[config.mk]
export PLATFORM = sky130hd
export DESIGN_NAME = mul_sched_flat
export DESIGN_NICKNAME = d
export VERILOG_FILES = /design/src/rtl/mul_sched_pkg.sv /design/src/rtl/mul_sched_if.sv /design/src/rtl/mul_sched_rr_arb2.sv /design/src/rtl/mul_sched.sv /design/src/flat_wrapper.sv
export SDC_FILE = /design/constraint.sdc
export NUM_CORES = 1
export LEC_CHECK = 0
export ABC_AREA = 1
export BUFFER_PORTS_ARGS = -buffer_cell sky130_fd_sc_hd__buf_2
export CAP_MARGIN = 30
export CORE_ASPECT_RATIO = 0.8
export CORE_MARGIN = 2
export CORE_UTILIZATION = 42
export DETAILED_ROUTE_END_ITERATION = 8
export PLACE_DENSITY = 0.84
export SYNTH_ARGS = -nofsm -noshare
export SYNTH_HDL_FRONTEND = slang
export SYNTH_SLANG_ARGS = --single-unit
[constraint.sdc]
create_clock -name clk -period 3.05 [get_ports clk]
set_clock_uncertainty 0.1 [all_clocks]
set_input_delay 0.61 -clock clk [delete_from_list [all_inputs] [get_ports clk]]
set_output_delay 0.61 -clock clk [all_outputs]
set_load 0.02 [all_outputs]
[src/rtl/mul_sched_pkg.sv]
// Shared types and constants for the two-client shift-add multiplier scheduler.
`default_nettype none

package mul_sched_pkg;

  localparam int DEF_WIDTH = 4;
  localparam int ID_W      = 1;

  typedef enum logic [1:0] {
    IDLE  = 2'd0,
    EVAL  = 2'd1,
    SHIFT = 2'd2,
    DONE  = 2'd3
  } state_t;

endpackage

`default_nettype wire

[src/rtl/mul_sched_if.sv]
// Client request/grant, datapath control and result bundle for mul_sched.
`default_nettype none

interface mul_sched_if
  import mul_sched_pkg::*;
#(
  parameter int WIDTH = DEF_WIDTH
);

  logic                   req0;
  logic                   req1;
  logic [WIDTH-1:0]       a0;
  logic [WIDTH-1:0]       b0;
  logic [WIDTH-1:0]       a1;
  logic [WIDTH-1:0]       b1;
  logic                   gnt0;
  logic                   gnt1;
  logic                   m0;
  logic [2*WIDTH-1:0]     product;
  logic [WIDTH-1:0]       word1;
  logic [WIDTH-1:0]       word2;
  logic                   load;
  logic                   shift;
  logic                   add;
  logic                   busy;
  logic [2*WIDTH-1:0]     result;
  logic                   result_valid;
  logic                   result_id;

  // master: clients plus datapath feedback; slave: the scheduler itself
  modport master (
    output req0, req1, a0, b0, a1, b1, m0, product,
    input  gnt0, gnt1, word1, word2, load, shift, add, busy,
           result, result_valid, result_id
  );

  modport slave (
    input  req0, req1, a0, b0, a1, b1, m0, product,
    output gnt0, gnt1, word1, word2, load, shift, add, busy,
           result, result_valid, result_id
  );

endinterface

`default_nettype wire

[src/rtl/mul_sched_rr_arb2.sv]
// Combinational two-way round-robin pick; on a tie the client that did not win last time goes.
`default_nettype none

module rr_arb2
  import mul_sched_pkg::*;
(
  input  logic            req0,
  input  logic            req1,
  input  logic [ID_W-1:0] last_id,
  output logic            valid,
  output logic [ID_W-1:0] winner
);

  always_comb begin
    valid  = req0 | req1;
    winner = (req0 && req1) ? ~last_id : ID_W'(req1);
  end

endmodule

`default_nettype wire

[src/rtl/mul_sched.sv]
// Round-robin scheduler and Load/Shift/Add sequencer for the shift-add multiplier datapath.
`default_nettype none

module mul_sched
  import mul_sched_pkg::*;
#(
  parameter int WIDTH = DEF_WIDTH
)(
  input  logic        clk,
  input  logic        reset,
  mul_sched_if.slave  bus
);

  localparam int               CNT_W    = (WIDTH > 1) ? $clog2(WIDTH) : 1;
  localparam logic [CNT_W-1:0] CNT_LAST = CNT_W'(WIDTH - 1);

  state_t            state_q, state_d;
  logic [CNT_W-1:0]  cnt_q, cnt_d;
  logic [ID_W-1:0]   owner_q, owner_d;
  logic [ID_W-1:0]   last_id_q, last_id_d;

  logic              pick_valid;
  logic [ID_W-1:0]   pick_id;

  rr_arb2 u_arb (
    .req0    (bus.req0),
    .req1    (bus.req1),
    .last_id (last_id_q),
    .valid   (pick_valid),
    .winner  (pick_id)
  );

  // last_id resets to 1 so client 0 wins the first tie
  always_ff @(posedge clk or posedge reset) begin
    if (reset) begin
      state_q   <= IDLE;
      cnt_q     <= '0;
      owner_q   <= '0;
      last_id_q <= ID_W'(1);
    end else begin
      state_q   <= state_d;
      cnt_q     <= cnt_d;
      owner_q   <= owner_d;
      last_id_q <= last_id_d;
    end
  end

  always_comb begin
    state_d          = state_q;
    cnt_d            = cnt_q;
    owner_d          = owner_q;
    last_id_d        = last_id_q;
    bus.gnt0         = 1'b0;
    bus.gnt1         = 1'b0;
    bus.word1        = '0;
    bus.word2        = '0;
    bus.load         = 1'b0;
    bus.shift        = 1'b0;
    bus.add          = 1'b0;
    bus.result       = '0;
    bus.result_valid = 1'b0;
    bus.result_id    = 1'b0;

    unique case (state_q)
      IDLE: begin
        if (pick_valid) begin
          bus.gnt0  = (pick_id == ID_W'(0));
          bus.gnt1  = (pick_id == ID_W'(1));
          bus.load  = 1'b1;
          bus.word1 = (pick_id == ID_W'(1)) ? bus.a1 : bus.a0;
          bus.word2 = (pick_id == ID_W'(1)) ? bus.b1 : bus.b0;
          owner_d   = pick_id;
          last_id_d = pick_id;
          cnt_d     = '0;
          state_d   = EVAL;
        end
      end
      EVAL: begin
        if (bus.m0) begin
          bus.add = 1'b1;
          state_d = SHIFT;
        end else begin
          bus.shift = 1'b1;
          if (cnt_q == CNT_LAST) state_d = DONE;
          else                   cnt_d   = cnt_q + 1'b1;
        end
      end
      SHIFT: begin
        bus.shift = 1'b1;
        if (cnt_q == CNT_LAST) state_d = DONE;
        else begin
          cnt_d   = cnt_q + 1'b1;
          state_d = EVAL;
        end
      end
      DONE: begin
        bus.result_valid = 1'b1;
        bus.result       = bus.product;
        bus.result_id    = owner_q[0];
        state_d          = IDLE;
      end
      default: state_d = IDLE;
    endcase

    // Outputs are combinational from inputs, so force them quiet while reset is held
    if (reset) begin
      bus.gnt0         = 1'b0;
      bus.gnt1         = 1'b0;
      bus.word1        = '0;
      bus.word2        = '0;
      bus.load         = 1'b0;
      bus.shift        = 1'b0;
      bus.add          = 1'b0;
      bus.result       = '0;
      bus.result_valid = 1'b0;
      bus.result_id    = 1'b0;
    end
  end

  assign bus.busy = (state_q != IDLE) && !reset;

endmodule

`default_nettype wire

[src/flat_wrapper.sv]
// flat-port wrapper written by rule: the top's interface ports become plain ports
module mul_sched_flat import mul_sched_pkg::*;
#(
  parameter int WIDTH = DEF_WIDTH
)
  (clk, reset, bus_req0, bus_req1, bus_a0, bus_b0, bus_a1, bus_b1, bus_m0, bus_product, bus_gnt0, bus_gnt1, bus_word1, bus_word2, bus_load, bus_shift, bus_add, bus_busy, bus_result, bus_result_valid, bus_result_id);
  mul_sched_if #(.WIDTH(WIDTH)) bus_i ();
  input  logic clk;
  input  logic reset;
  input wire logic [$bits(bus_i.req0)-1:0] bus_req0;
  input wire logic [$bits(bus_i.req1)-1:0] bus_req1;
  input wire logic [$bits(bus_i.a0)-1:0] bus_a0;
  input wire logic [$bits(bus_i.b0)-1:0] bus_b0;
  input wire logic [$bits(bus_i.a1)-1:0] bus_a1;
  input wire logic [$bits(bus_i.b1)-1:0] bus_b1;
  input wire logic [$bits(bus_i.m0)-1:0] bus_m0;
  input wire logic [$bits(bus_i.product)-1:0] bus_product;
  output wire logic [$bits(bus_i.gnt0)-1:0] bus_gnt0;
  output wire logic [$bits(bus_i.gnt1)-1:0] bus_gnt1;
  output wire logic [$bits(bus_i.word1)-1:0] bus_word1;
  output wire logic [$bits(bus_i.word2)-1:0] bus_word2;
  output wire logic [$bits(bus_i.load)-1:0] bus_load;
  output wire logic [$bits(bus_i.shift)-1:0] bus_shift;
  output wire logic [$bits(bus_i.add)-1:0] bus_add;
  output wire logic [$bits(bus_i.busy)-1:0] bus_busy;
  output wire logic [$bits(bus_i.result)-1:0] bus_result;
  output wire logic [$bits(bus_i.result_valid)-1:0] bus_result_valid;
  output wire logic [$bits(bus_i.result_id)-1:0] bus_result_id;
  assign bus_i.req0 = bus_req0;
  assign bus_i.req1 = bus_req1;
  assign bus_i.a0 = bus_a0;
  assign bus_i.b0 = bus_b0;
  assign bus_i.a1 = bus_a1;
  assign bus_i.b1 = bus_b1;
  assign bus_i.m0 = bus_m0;
  assign bus_i.product = bus_product;
  assign bus_gnt0 = bus_i.gnt0;
  assign bus_gnt1 = bus_i.gnt1;
  assign bus_word1 = bus_i.word1;
  assign bus_word2 = bus_i.word2;
  assign bus_load = bus_i.load;
  assign bus_shift = bus_i.shift;
  assign bus_add = bus_i.add;
  assign bus_busy = bus_i.busy;
  assign bus_result = bus_i.result;
  assign bus_result_valid = bus_i.result_valid;
  assign bus_result_id = bus_i.result_id;
  mul_sched #(.WIDTH(WIDTH)) u_core (.clk(clk), .reset(reset), .bus(bus_i));
endmodule
==> results.yml <==
run:
  maxCapViolCount: 0
cts:
  clk_pin_slew_ns: 0.05
  cts-root-buf: "clkbuf_4"
  cts.sinks: 6
  h-tree-depth: 1
  clk_path_buf_depth: 2
  cts_tree: "done"
  cts_hold_buffers: 0
  cts_setup_buffers: 0
  clkLatencyLatePin_ns: 0.25
  cts_made_buffers: 3
  cts_resized: 0
detailed_routing:
  ant_nets: 0
  viasPerCell: 4.345
  drc_errors: 0
  dr_total_vias: 869
  wl_per_cell_um: 9.225
  wirelength_um: 1845
  drt_iter0_drc: 13
  firstDrtPassIters: 4
floorplanning:
  die_w_um: 49.50
  dieHeight_um: 40.40
  rows: 13
  io_pins: 53
  initial_core_util_pct: 43.64
  die_area_um2: 2000
  core_area_um2: 1594
timing:
  period_needed_ns: 2.539
  hold_viol: 0
  worst_pin_slew_ns: 0.4105
  min_period_over_period_pct: 83.24
  max_freq_mhz: 393.9
  tns_ns: 0
  whs_ns: 0.3050
  finalMaxSlewViolations: 0
  rsz0062_at_grt: "no"
  setup_viol: 0
  maxSlewHeadroom_pct: 72.56
worst_setup_path:
  cp-end-kind: "output port"
  arrival_ns: 1.83
  cp.required_ns: 2.34
  path_class: "reg -> out"
  crit_fanout: 10
  critPathLaunchType: "flop"
  rr_worst_depth: 8
global_route:
  grt_pass1_vias: 761
  grt_max_degree: 19
  antenna_found_initial: 0
  overflow: 0
  grt_usage_pct: 20.60
  grt_pass1_wl_um: 3091
finish:
  utilization_pct: 62.40
  regArea_um2: 151.4
  fillers: 152
  multi_input_area_um2: 450.4
  finalNonFillerCells: 200
  num_antenna_cells: 0
  fin_nets: 214
  area_delta_synth_final_pct: 42.99
  drive_gt1_share_pct: 33.15
place:
  gp_routability_congestion: 0.8484
  io_buffers: 52
  placed_cells: 196
  dp_hpwl_um: 1497
run_status:
  outcome: "complete, no violations"
synthesis:
  ys_types: 15
  yosys_warnings: 0
  syn_nets: 160
  yosysSeqAreaShare_pct: 21.76
  postSynthAreaPerCell_um2: 5.565
  synth_area_um2: 695.7
  synth-seq-cells: 6
  syn_inst: 125
pwr:
  power.density_nw_per_um2: 697.7
  leakagePower_nw: 0.6734
  power_mw: 0.6940
  peakVddDrop_uv: 528.8
worst_hold_path:
  holdCritPathClass: "in -> async"
==> layout by cell type (no fill, tap or decap), drive strengths merged <==
cell type,Yosys,routed
a21boi,1,1
a21oi,1,1
nor3,1,1
nand3,4,4
clkbuf,2,4
nor2,34,34
ha,6,6
nand3b,1,1
dfrtp,5,5
nand2,44,44
buf,1,52
inv,21,21
dfstp,1,1
o21ai,3,3
==> report_power, final <==
part | internal (mW) | total (mW) | switching [mW]
Combinational | 0.161 | 0.453 | 0.292
Sequential | 0.123 | 0.160 | 0.0370
Clock | 0.0497 | 0.0815 | 0.0317
==> synth_stat cells, drive strengths merged <==
cell,count,area share [%]
a21boi,1,2.7
a21oi,1,0.72
buf,1,1.1
clkbuf,2,1.1
dfrtp,5,18
dfstp,1,3.8
ha,6,11
inv,21,11
nand2,44,24
nand3,4,2.9
nand3b,1,1.1
nor2,34,18
nor3,1,2.3
o21ai,3,2.2
==> final cells by class <==
cell class                 instances  share of cell area [%]
clock buffer                       4                   2.642
inverter                          21                   7.925
multi-input combinational         95                   45.28
sequential                         6                   15.22
tap                               22                   2.767
timing repair buffer              52                   26.16
==> stage by stage <==
step	instance area, um2	setup slack [ns]
6_report	994.7	0.5111
2_1_floorplan	695.7	0.7282
3_5_place_dp	968.4	0.7728
3_3_place_gp	968.4	0.8043
5_1_grt	994.7	0.2856
4_1_cts	994.7	0.4973
==> path summary, 6_finish.rpt <==
check / startpoint / endpoint / slack, ns
setup / recovery: u_core.state_q[0] / bus_word1[0] / 0.51
hold / removal: reset / u_core.state_q[0] / 0.31
setup reg to reg: u_core.state_q[1] / u_core.cnt_q[1] / 1.46
hold reg to reg: u_core.last_id_q / u_core.last_id_q / 0.40
max in group asynchronous: reset / u_core.last_id_q / 2.27
min in group clk: u_core.last_id_q / u_core.last_id_q / 0.40
==> critical path: stages (launching register included) <==
cell and delay (ns):
dfrtp_1 0.41, inv_1 0.13, ha_1 0.26, inv_2 0.08, nor3_4 0.34, nand2_1 0.09, nor2_1 0.09, buf_2 0.17
==> registers in the layout, indices dropped and copies added, names as in the netlist <==
signal / count
u_core.cnt_q: 2
u_core.owner_q: 1
u_core.state_q: 2
u_core.last_id_q: 1
==> cell families (layout without fill, tap and decap cells) <==
logic type | after synthesis | count (layout) | share of synthesized area (%)
buf+inv | 24 | 77 | 13.49
simple gates | 84 | 84 | 48.38
flops | 6 | 6 | 21.76
fa+ha+maj | 6 | 6 | 10.79
compound gates | 5 | 5 | 5.575
==> routing by layer <==
| layer | track usage (%) | vias to the layer above | share of wire [%] |
|---|---|---|---|
| met5 | 0 | - | 0 |
| met2 | 41.89 | 37 | 47 |
| met4 | 5.556 | 0 | 0 |
| met3 | 6.343 | 0 | 9.7 |
| li1 | - | 474 | - |
| met1 | 21.56 | 358 | 43 |
Note: power is estimated with default switching activity, not from simulation.
